**src/rtl/alu_issue_ctrl_if.sv**
```systemverilog
// Handshake and ALU operand bus between decode, the issue sequencer, the ALU and write-back.
// master = issue sequencer side, slave = surrounding environment (decode, ALU, register file).
interface alu_issue_ctrl_if #(
  parameter int DW  = 32,
  parameter int SHW = 4,
  parameter int AW  = 5
);
  logic           instr_valid;
  logic           instr_ready;
  logic [2:0]     instr_op;
  logic [SHW-1:0] instr_shamt;
  logic [DW-1:0]  instr_rs1;
  logic [DW-1:0]  instr_rs2;
  logic [15:0]    instr_imm;
  logic           instr_use_imm;
  logic [AW-1:0]  instr_rd;

  logic [DW-1:0]  alu_sr1;
  logic [DW-1:0]  alu_sr2;
  logic [2:0]     alu_os;
  logic [SHW-1:0] alu_shift;
  logic [DW-1:0]  alu_rd;

  logic           wb_valid;
  logic           wb_ready;
  logic [AW-1:0]  wb_addr;
  logic [DW-1:0]  wb_data;
  logic           z_flag;

  modport master (
    input  instr_valid, instr_op, instr_shamt, instr_rs1, instr_rs2,
           instr_imm, instr_use_imm, instr_rd, alu_rd, wb_ready,
    output instr_ready, alu_sr1, alu_sr2, alu_os, alu_shift,
           wb_valid, wb_addr, wb_data, z_flag
  );

  modport slave (
    output instr_valid, instr_op, instr_shamt, instr_rs1, instr_rs2,
           instr_imm, instr_use_imm, instr_rd, alu_rd, wb_ready,
    input  instr_ready, alu_sr1, alu_sr2, alu_os, alu_shift,
           wb_valid, wb_addr, wb_data, z_flag
  );
endinterface

```
**src/rtl/alu_issue_ctrl.sv**
```systemverilog
// Registers ALU operands per accepted instruction, captures alu_rd ALU_LAT cycles later, tracks zero flag.
// Latency: wb_valid ALU_LAT cycles after the accept edge; one instruction in flight, wb_ready may stall forever.
module alu_issue_ctrl #(
  parameter int DW      = 32,
  parameter int SHW     = 4,
  parameter int AW      = 5,
  parameter int ALU_LAT = 1
) (
  input  logic              clk,
  input  logic              rst,
  alu_issue_ctrl_if.master  bus
);
  typedef enum logic [1:0] {
    IDLE = 2'd0,
    EXEC = 2'd1,
    WB   = 2'd2
  } state_t;

  state_t     state;
  state_t     state_nxt;
  logic [3:0] cnt;
  logic       accept;
  logic       capture;
  logic       instr_ready_c;
  logic       wb_valid_c;

  always_comb begin
    state_nxt     = state;
    instr_ready_c = 1'b0;
    wb_valid_c    = 1'b0;
    capture       = 1'b0;
    case (state)
      IDLE: begin
        instr_ready_c = 1'b1;
        if (bus.instr_valid) state_nxt = EXEC;
      end
      EXEC: begin
        if (cnt == 4'd0) begin
          capture   = 1'b1;
          state_nxt = WB;
        end
      end
      WB: begin
        wb_valid_c = 1'b1;
        if (bus.wb_ready) state_nxt = IDLE;
      end
      default: state_nxt = IDLE;
    endcase
  end

  assign accept          = instr_ready_c && bus.instr_valid;
  assign bus.instr_ready = instr_ready_c;
  assign bus.wb_valid    = wb_valid_c;

  always_ff @(posedge clk) begin
    if (rst) begin
      state         <= IDLE;
      cnt           <= 4'd0;
      bus.alu_sr1   <= '0;
      bus.alu_sr2   <= '0;
      bus.alu_os    <= '0;
      bus.alu_shift <= '0;
      bus.wb_addr   <= '0;
      bus.wb_data   <= '0;
      bus.z_flag    <= 1'b0;
    end else begin
      state <= state_nxt;
      if (accept) begin
        bus.alu_sr1   <= bus.instr_rs1;
        bus.alu_sr2   <= bus.instr_use_imm ? {{(DW-16){bus.instr_imm[15]}}, bus.instr_imm}
                                           : bus.instr_rs2;
        bus.alu_os    <= bus.instr_op;
        bus.alu_shift <= bus.instr_shamt;
        bus.wb_addr   <= bus.instr_rd;
        cnt           <= 4'(ALU_LAT - 1);
      end else if (state == EXEC && cnt != 4'd0) begin
        cnt <= cnt - 4'd1;
      end
      // Zero flag only follows SUB results; every other op leaves it as it was.
      if (capture) begin
        bus.wb_data <= bus.alu_rd;
        if (bus.alu_os == 3'b111) bus.z_flag <= (bus.alu_rd == '0);
      end
    end
  end
endmodule

```
**src/flat_wrapper.sv**
```systemverilog
// flat-port wrapper written by rule: the top's interface ports become plain ports
module alu_issue_ctrl_flat 
#(
  parameter int DW      = 32,
  parameter int SHW     = 4,
  parameter int AW      = 5,
  parameter int ALU_LAT = 1
)
  (clk, rst, bus_instr_valid, bus_instr_op, bus_instr_shamt, bus_instr_rs1, bus_instr_rs2, bus_instr_imm, bus_instr_use_imm, bus_instr_rd, bus_alu_rd, bus_wb_ready, bus_instr_ready, bus_alu_sr1, bus_alu_sr2, bus_alu_os, bus_alu_shift, bus_wb_valid, bus_wb_addr, bus_wb_data, bus_z_flag);
  alu_issue_ctrl_if #(.DW(DW), .SHW(SHW), .AW(AW)) bus_i ();
  input  logic clk;
  input  logic rst;
  input wire logic [$bits(bus_i.instr_valid)-1:0] bus_instr_valid;
  input wire logic [$bits(bus_i.instr_op)-1:0] bus_instr_op;
  input wire logic [$bits(bus_i.instr_shamt)-1:0] bus_instr_shamt;
  input wire logic [$bits(bus_i.instr_rs1)-1:0] bus_instr_rs1;
  input wire logic [$bits(bus_i.instr_rs2)-1:0] bus_instr_rs2;
  input wire logic [$bits(bus_i.instr_imm)-1:0] bus_instr_imm;
  input wire logic [$bits(bus_i.instr_use_imm)-1:0] bus_instr_use_imm;
  input wire logic [$bits(bus_i.instr_rd)-1:0] bus_instr_rd;
  input wire logic [$bits(bus_i.alu_rd)-1:0] bus_alu_rd;
  input wire logic [$bits(bus_i.wb_ready)-1:0] bus_wb_ready;
  output wire logic [$bits(bus_i.instr_ready)-1:0] bus_instr_ready;
  output wire logic [$bits(bus_i.alu_sr1)-1:0] bus_alu_sr1;
  output wire logic [$bits(bus_i.alu_sr2)-1:0] bus_alu_sr2;
  output wire logic [$bits(bus_i.alu_os)-1:0] bus_alu_os;
  output wire logic [$bits(bus_i.alu_shift)-1:0] bus_alu_shift;
  output wire logic [$bits(bus_i.wb_valid)-1:0] bus_wb_valid;
  output wire logic [$bits(bus_i.wb_addr)-1:0] bus_wb_addr;
  output wire logic [$bits(bus_i.wb_data)-1:0] bus_wb_data;
  output wire logic [$bits(bus_i.z_flag)-1:0] bus_z_flag;
  assign bus_i.instr_valid = bus_instr_valid;
  assign bus_i.instr_op = bus_instr_op;
  assign bus_i.instr_shamt = bus_instr_shamt;
  assign bus_i.instr_rs1 = bus_instr_rs1;
  assign bus_i.instr_rs2 = bus_instr_rs2;
  assign bus_i.instr_imm = bus_instr_imm;
  assign bus_i.instr_use_imm = bus_instr_use_imm;
  assign bus_i.instr_rd = bus_instr_rd;
  assign bus_i.alu_rd = bus_alu_rd;
  assign bus_i.wb_ready = bus_wb_ready;
  assign bus_instr_ready = bus_i.instr_ready;
  assign bus_alu_sr1 = bus_i.alu_sr1;
  assign bus_alu_sr2 = bus_i.alu_sr2;
  assign bus_alu_os = bus_i.alu_os;
  assign bus_alu_shift = bus_i.alu_shift;
  assign bus_wb_valid = bus_i.wb_valid;
  assign bus_wb_addr = bus_i.wb_addr;
  assign bus_wb_data = bus_i.wb_data;
  assign bus_z_flag = bus_i.z_flag;
  alu_issue_ctrl #(.DW(DW), .SHW(SHW), .AW(AW), .ALU_LAT(ALU_LAT)) u_core (.clk(clk), .rst(rst), .bus(bus_i));
endmodule
```
**config.mk**
```make
export PLATFORM = sky130hd
export DESIGN_NAME = alu_issue_ctrl_flat
export DESIGN_NICKNAME = d
export VERILOG_FILES = /design/src/rtl/alu_issue_ctrl_if.sv /design/src/rtl/alu_issue_ctrl.sv /design/src/flat_wrapper.sv
export SDC_FILE = /design/constraint.sdc
export NUM_CORES = 1
export LEC_CHECK = 0
export ABC_AREA = 1
export BUFFER_PORTS_ARGS = -buffer_cell sky130_fd_sc_hd__clkbuf_2
export CAP_MARGIN = 15
export CORE_UTILIZATION = 41
export CTS_BUF_LIST = sky130_fd_sc_hd__clkbuf_16
export CTS_CLUSTER_SIZE = 12
export DETAILED_ROUTE_END_ITERATION = 12
export GPL_TIMING_DRIVEN = 1
export MAX_ROUTING_LAYER = met4
export PLACE_DENSITY = 0.81
export SYNTH_ARGS = -nofsm -noshare
export SYNTH_HDL_FRONTEND = slang
export SYNTH_SLANG_ARGS = --single-unit
```
**constraint.sdc**
```tcl
create_clock -name clk -period 1.3 [get_ports clk]
set_clock_uncertainty 0.05 [all_clocks]
set_input_delay 0.195 -clock clk [delete_from_list [all_inputs] [get_ports clk]]
set_output_delay 0.195 -clock clk [all_outputs]
set_load 0.01 [all_outputs]
```
==> results.tsv, run 1 <==
stage	metric	value	unit
die	number of placement rows	37	
status	status	finished, violations left	
drt	average vias per placed instance	4.83	
grt	overall track demand over capacity in global routing	0.246	
drt	count of antenna-violating nets left after detailed routing	0	
power_and_ir_drop	register share of total power	0.381	
power_and_ir_drop	power spent charging and discharging nets	0.00283	W
placement	HPWL after detailed placement	8.86	mm
grt	via count of the first global-routing pass	4748	
finish	flip-flop and latch area	0.00231	mm^2
timing	setup violation total in the final timing report	35	
logic_synthesis	post-synthesis net count	750	
logic_synthesis	Post-Synthesis Mean Instance Area	7.30	um^2
logic_synthesis	FF+latch count, synth	115	
timing	minimum clock period after layout	1.44	ns
clock_tree	number of H-tree levels	4	
timing	unrepaired setup endpoints after global routing	yes	
status	failing checks	negative hold slack, negative setup slack	
die	horizontal die dimension	107	um
drt	1st-iter DRT viols	371	
die	initial core utilization	0.431	
drt	detailed-route wire length	14.7	mm
finish	number of nets in the layout	1052	
power_and_ir_drop	combinational share of power	0.164	
die	core box area	0.0105	mm^2
finish	final cell utilization of the core	0.699	
die	Die ar.	0.0115	mm^2
grt	leftover overflow at the end of global routing	0	
clock_tree	number of buffers created by CTS	17	
logic_synthesis	Yosys warning count	0	
clock_tree	worst-skew pair later-pin latency	0.41	ns
finish	number of diodes added for antenna fixing	0	
timing	count of pins over their slew limit	0	
worst_setup_path	Crit. End Element	flip-flop	
timing	slack of the critical path	-0.136	ns
timing	final hold violations	1	
power_and_ir_drop	cell internal pwr	0.00765	W
grt	first-pass GRT wire length	21.6	mm
timing	Min Hold Slack	-0.00115	ns
timing	slew margin rel.	0.764	
worst_setup_path	data required time of the critical path	1.59	ns
power_and_ir_drop	Clock Power Share	0.455	
drt	number of detailed-routing iterations run before antenna repair	4	
worst_setup_path	arrival time at the worst endpoint	1.72	ns
clock_tree	number of clock sinks	115	
finish	proportion of layout cells with a drive suffix above 1	0.373	
grt	antenna violations before repair	0	
min_path	worst hold path type	input pin to flip-flop	
power_and_ir_drop	maximum VDD drop	0.802	mV
clock_tree	Clock transition at path regs	0.06	ns
drt	count of unresolved DRC violations after routing	0	
die	height of the die	107	um
logic_synthesis	synth unique cells	21	
placement	Placement Setup Slack	-0.0431	ns
clock_tree	clock root buffer	sky130_fd_sc_hd__clkbuf_16	
clock_tree	buffers from clock root to sink, at most	2	
placement	PortBufs	239	
finish	Syn-to-layout area delta	62.4	%
logic_synthesis	share of the yosys chip area belonging to registers	0.509	
finish	final-layout fill cell count	805	
clock_tree	TritonCTS clock tree	built	
die	I/O pin total	240	
drt	total via count after detailed routing	5177	
logic_synthesis	Cell Area, Synth	0.00453	mm^2
grt	largest net degree at the start of global routing	51	
worst_setup_path	critical path startpoint category	flip-flop	
drt	detailed-route wire length per cell	13.7	um
finish	area occupied by multi-input gates	0.00198	mm^2
worst_setup_path	largest fanout on the critical path	5	
run	MaxCap Viol Count	0	
placement	weighted congestion reported at the end of routability-driven placement	0.854	
worst_setup_path	critical setup path kind	flip-flop to flip-flop	
power_and_ir_drop	total power divided by cell area	1430	mW/mm^2
power_and_ir_drop	leakage dissipation	3.61	nW
power_and_ir_drop	switching share of power	0.270	
timing	post-route clock period utilization	1.10	
timing	highest attainable clock frequency	0.696	GHz
timing	slew at the pin closest to its max-slew limit	0.352	ns
logic_synthesis	count of mapped cells out of synthesis	620	
==> metal layers <==
| layer | vias to the layer above | wire length (um) | global-route usage |
|---|---|---|---|
| met4 | 0 | 550 | 0.127 |
| met3 | 53 | 864 | 0.0657 |
| met2 | 220 | 7410 | 0.405 |
| li1 | 2584 | - | - |
| met1 | 2320 | 5890 | 0.274 |
| met5 | - | 0 | - |
==> flip-flops by register name, indices dropped and copies added (netlist names) <==
| name | flops |
|---|---|
| u_core.bus.alu_sr1 | 32 |
| u_core.bus.alu_os | 3 |
| u_core.bus.alu_sr2 | 32 |
| u_core.bus.wb_addr | 5 |
| u_core.state | 2 |
| u_core.bus.alu_shift | 4 |
| u_core.bus.wb_data | 32 |
| u_core.cnt | 4 |
| u_core.bus.z_flag | 1 |
==> what timing repair did <==
action | in CTS | in global routing
setup buffers | 1 | 5
pin swaps | 2 | 16
gates cloned | 0 | 2
hold buffers | 56 | 0
endpoints found under the setup margin | 38 | 51
endpoints found under the hold margin | 56 | 0
resized for setup | 20 | 61
==> cell usage after synthesis <==
library cell               number  area, um^2
sky130_fd_sc_hd__o21ai_1        3        15.0
sky130_fd_sc_hd__xnor2_1        1        8.76
sky130_fd_sc_hd__a211oi_1       1        7.51
sky130_fd_sc_hd__buf_2         15        75.1
sky130_fd_sc_hd__a21oi_1       54         270
sky130_fd_sc_hd__buf_4          4        30.0
sky130_fd_sc_hd__buf_1          1        3.75
sky130_fd_sc_hd__nand2_2        1        6.26
sky130_fd_sc_hd__buf_6          6        67.6
sky130_fd_sc_hd__clkbuf_1      14        52.6
sky130_fd_sc_hd__nor3_1         1        5.00
sky130_fd_sc_hd__inv_2          2        7.51
sky130_fd_sc_hd__inv_1         45         169
sky130_fd_sc_hd__o21ai_0      106         531
sky130_fd_sc_hd__ha_1           1        12.5
sky130_fd_sc_hd__dfxtp_1      115        2300
sky130_fd_sc_hd__nand2_4        1        11.3
sky130_fd_sc_hd__nor2_4         2        22.5
sky130_fd_sc_hd__nand3_1        2        10.0
sky130_fd_sc_hd__nor2_1       188         706
sky130_fd_sc_hd__nand2_1       57         214
==> kinds of logic (layout without fill, tap and decap cells) <==
logic type                 after synthesis  in the layout  synth area share
AOI/OAI and AO/OA                      164            164             0.182
xor gates and xnor gates                 1              1           0.00194
adders and majority gates                1              1           0.00276
buffers and inverters                   87            402            0.0896
DFF                                    115            115             0.509
and+or+nand+nor                        252            252             0.215
==> critical path, cell delays in order (launching register included) <==
cell,delay (ns)
sky130_fd_sc_hd__dfxtp_2,0.32
sky130_fd_sc_hd__inv_2,0.09
sky130_fd_sc_hd__ha_4,0.16
sky130_fd_sc_hd__nand2_4,0.06
sky130_fd_sc_hd__nor2_4,0.19
sky130_fd_sc_hd__buf_4,0.15
sky130_fd_sc_hd__nand2_1,0.08
sky130_fd_sc_hd__nand2_1,0.09
sky130_fd_sc_hd__nand2_1,0.06
sky130_fd_sc_hd__nor2_1,0.13
==> power groups by stage <==
stage | sequential [W] | combinational [W] | clock (W)
after floorplan | 0.00418 | 0.000632 | 0
after global placement | 0.00404 | 0.00143 | 0
after detailed placement | 0.00405 | 0.00144 | 0
after CTS | 0.00398 | 0.00159 | 0.00480
after global routing | 0.00403 | 0.00187 | 0.00497
final | 0.00399 | 0.00172 | 0.00477
==> layout make-up <==
cell class                 count  share of cell area
sequential                   115               0.314
timing repair buffer         323               0.287
multi-input combinational    418               0.269
clock buffer                  17              0.0579
inverter                      47              0.0247
clock inverter                15              0.0245
tap                          136              0.0232
==> final timing paths <==
kind,from,end,slack (ns),cells past startpoint
hold / removal,bus_alu_rd[23],u_core.bus.wb_data[23],-0.001,3
setup reg to reg,u_core.cnt[0],u_core.bus.z_flag,-0.14,9
hold reg to reg,u_core.bus.alu_sr2[15],u_core.bus.alu_sr2[15],0.41,2
setup / recovery,u_core.cnt[0],u_core.bus.z_flag,-0.14,9
==> placed cells by master (no fill, tap or decap), types with 2 or more instances in the layout <==
cell type                       Yosys  routed
sky130_fd_sc_hd__clkbuf_2           0     237
sky130_fd_sc_hd__nor2_1           188     161
sky130_fd_sc_hd__dfxtp_1          115     111
sky130_fd_sc_hd__o21ai_0          106      90
sky130_fd_sc_hd__nand2_1           57      56
sky130_fd_sc_hd__dlygate4sd3_1      0      56
sky130_fd_sc_hd__a21oi_1           54      54
sky130_fd_sc_hd__inv_1             45      39
sky130_fd_sc_hd__clkbuf_16          0      18
sky130_fd_sc_hd__nor2_2             0      17
sky130_fd_sc_hd__buf_4              4      15
sky130_fd_sc_hd__o21ai_1            3      13
sky130_fd_sc_hd__nor2_4             2      12
sky130_fd_sc_hd__buf_12             0       7
sky130_fd_sc_hd__inv_2              2       6
sky130_fd_sc_hd__o21ai_2            0       6
sky130_fd_sc_hd__buf_6              6       6
sky130_fd_sc_hd__inv_6              0       4
sky130_fd_sc_hd__dfxtp_2            0       4
sky130_fd_sc_hd__bufinv_16          0       3
sky130_fd_sc_hd__clkinv_4           0       3
sky130_fd_sc_hd__nand2_4            1       2
sky130_fd_sc_hd__inv_4              0       2
sky130_fd_sc_hd__nand3_1            2       2
sky130_fd_sc_hd__clkinvlp_4         0       2
sky130_fd_sc_hd__clkinv_2           0       2
==> per-stage QoR <==
| step | hold WS (ns) | power (W) | instance area [um^2] | cells | setup TNS, ns |
|---|---|---|---|---|---|
| 5_1_grt | 0.0102 | 0.0109 | 7350 | 1071 | -4.47 |
| 2_1_floorplan | 0.280 | 0.00481 | 4530 | 620 | 0 |
| 4_1_cts | 0.000348 | 0.0104 | 7130 | 1065 | -0.0844 |
| 3_5_place_dp | 0.389 | 0.00549 | 5910 | 976 | -0.891 |
| 3_3_place_gp | 0.382 | 0.00547 | 5910 | 976 | 0 |
| 6_report | -0.00115 | 0.0105 | 7350 | 1071 | -2.48 |
Power figures use the tool's default switching activity.
==> inputs of run 2 (changes only) <==
- CORE_MARGIN: not set -> 2
==> run 2 against run 1 <==
The run ends with negative setup slack left. Cell count fell by 1.6%. First-iteration DRC count rose by 7.0%. Setup slack improved by 0.061 ns. Die area rose by 3.8%. Global-route usage fell by 1.5 points. Utilization fell by 4.4 points. Register-to-register slack improved by 0.06 ns. Sequential power barely moved. Largest power group unchanged.
==> results.tsv, run 2 (synthesis results as in run 1) <==
stage	metric	value	unit
status	status	finished, violations left	
status	failing checks	negative setup slack	
clock_tree	TritonCTS clock tree	built	
clock_tree	clock root buffer	sky130_fd_sc_hd__clkbuf_16	
timing	minimum clock period after layout	1.37	ns
placement	HPWL after detailed placement	9.02	mm
finish	final cell utilization of the core	0.655	
timing	highest attainable clock frequency	0.727	GHz
grt	leftover overflow at the end of global routing	0	
finish	final design instance area without fill	0.00707	mm^2
power_and_ir_drop	combinational share of power	0.158	
grt	first-pass GRT wire length	21.2	mm
finish	largest registers	u_core.bus.alu_sr1 x32, u_core.bus.alu_sr2 x32, u_core.bus.wb_data x32	
power_and_ir_drop	register share of total power	0.385	
drt	average vias per placed instance	4.79	
grt	overall track demand over capacity in global routing	0.232	
timing	setup violation total in the final timing report	9	
worst_setup_path	largest fanout on the critical path	7	
worst_setup_path	Worst Reg2Reg Path Length in Cells	8	
worst_setup_path	list of cells traversed by the critical path	inv_2 > ha_4 > nand2_4 > nor2_4 > buf_8 > buf_2 > o21ai_0 > nor2_1	
clock_tree	buffers from clock root to sink, at most	2	
finish	most frequent cells in the layout	sky130_fd_sc_hd__clkbuf_2 (237), sky130_fd_sc_hd__nor2_1 (177), sky130_fd_sc_hd__dfxtp_1 (111)	
power_and_ir_drop	switching share of power	0.265	
drt	count of antenna-violating nets left after detailed routing	0	
min_path	worst hold path type	input pin to flip-flop	
worst_setup_path	arrival time at the worst endpoint	1.65	ns
finish	number of diodes added for antenna fixing	0	
timing	slew margin rel.	0.717	
drt	count of unresolved DRC violations after routing	0	
clock_tree	number of clock sinks	115	
power_and_ir_drop	leakage dissipation	3.55	nW
worst_setup_path	cell with the largest stage delay on the worst path	sky130_fd_sc_hd__dfxtp_2	
placement	weighted congestion reported at the end of routability-driven placement	0.805	
worst_setup_path	Max stage delay on crit path	0.32	ns
placement	Placement Setup Slack	-0.0605	ns
die	horizontal die dimension	109	um
run	MaxCap Viol Count	0	
power_and_ir_drop	Clock Power Share	0.457	
worst_setup_path	logic depth of the worst path, buffers included	8	
timing	slack of the critical path	-0.0750	ns
drt	number of detailed-routing iterations run before antenna repair	5	
power_and_ir_drop	power spent charging and discharging nets	0.00275	W
finish	number of nets in the layout	1031	
grt	largest net degree at the start of global routing	54	
finish	proportion of layout cells with a drive suffix above 1	0.359	
die	height of the die	109	um
drt	detailed-route wire length	14.0	mm
die	I/O pin total	240	
worst_setup_path	count of buffer and inverter cells on the critical path	3	
drt	total via count after detailed routing	5052	
clock_tree	number of buffers created by CTS	17	
timing	count of pins over their slew limit	0	
clock_tree	number of H-tree levels	4	
finish	leading cell type in the layout, fill and taps excluded	sky130_fd_sc_hd__clkbuf_2	
power_and_ir_drop	maximum VDD drop	0.771	mV
clock_tree	worst-skew pair later-pin latency	0.39	ns
die	number of placement rows	38	
timing	Min Hold Slack	0.00705	ns
power_and_ir_drop	total power divided by cell area	1460	mW/mm^2
min_path	Hold Crit Depth	3	
worst_setup_path	critical setup path kind	flip-flop to flip-flop	
drt	1st-iter DRT viols	397	
grt	via count of the first global-routing pass	4652	
grt	antenna violations before repair	0	
timing	unrepaired setup endpoints after global routing	yes	
worst_setup_path	kind of cell with the highest combined delay on the critical path	buffers and inverters	
placement	PortBufs	239	
die	Die ar.	0.0119	mm^2
timing	final hold violations	0	
worst_setup_path	data required time of the critical path	1.57	ns
worst_setup_path	critical path startpoint category	flip-flop	
timing	post-route clock period utilization	1.06	
die	initial core utilization	0.419	
timing	slew at the pin closest to its max-slew limit	0.423	ns
power_and_ir_drop	cell internal pwr	0.00761	W
die	core box area	0.0108	mm^2
worst_setup_path	Crit. End Element	flip-flop	
drt	detailed-route wire length per cell	13.3	um
finish	Syn-to-layout area delta	56.3	%
placement	Cell Area, Placed	0.00588	mm^2
clock_tree	Clock transition at path regs	0.05	ns
run 2: area by class of cell:
type	instances	area (um^2)
clock buffers	17	425
clock inverters	15	183
fillers	874	3720
inverters	47	184
multi-input cells	418	1870
flip-flops and latches	115	2310
well taps	140	175
repair buffers	302	1930
run 2: repair_timing:
action	4_1_cts	5_1_grt
setup endpoints to repair	37	47
hold buffers	33	1
setup buffers	4	0
resized for setup	36	21
endpoints found under the hold margin	33	1
cloned	2	3
pin swaps	3	6
run 2: worst paths after layout:
kind,start,end,slack (ns)
min reg2reg,u_core.bus.alu_sr2[24],u_core.bus.alu_sr2[24],0.41
max,u_core.cnt[1],u_core.bus.wb_data[1],-0.07
max reg2reg,u_core.cnt[1],u_core.bus.wb_data[1],-0.07
min,bus_alu_rd[6],u_core.bus.wb_data[6],0.007
run 2: power groups by stage:
stage               Combinational (W)  Clock, W  Sequential, W
finish                        0.00163   0.00474        0.00399
global route                  0.00182   0.00501        0.00402
global placement              0.00141         0        0.00404
floorplan                    0.000632         0        0.00418
detailed placement            0.00143         0        0.00405
CTS                           0.00157   0.00482        0.00398
run 2: tightest hold or removal path: stages:
cell and delay, ns:
sky130_fd_sc_hd__clkbuf_2 0.10, sky130_fd_sc_hd__nor2_1 0.04, sky130_fd_sc_hd__nor2_1 0.07
run 2: per-stage QoR:
step | TNS, ns | total power (W) | instances
detailed placement | -1.17 | 0.00548 | 979
global placement | -0.191 | 0.00545 | 979
CTS | -0.00942 | 0.0104 | 1050
floorplan | 0 | 0.00481 | 620
global route | -2.39 | 0.0108 | 1054
finish | -0.198 | 0.0104 | 1054
run 2: routing by layer:
metal  track usage  part of all wire  vias to the layer above
met2         0.382              0.50                      216
met4         0.111             0.030                        0
met5             -                 0                        -
li1              -                 -                     2540
met3        0.0592             0.069                       48
met1         0.262              0.40                     2248
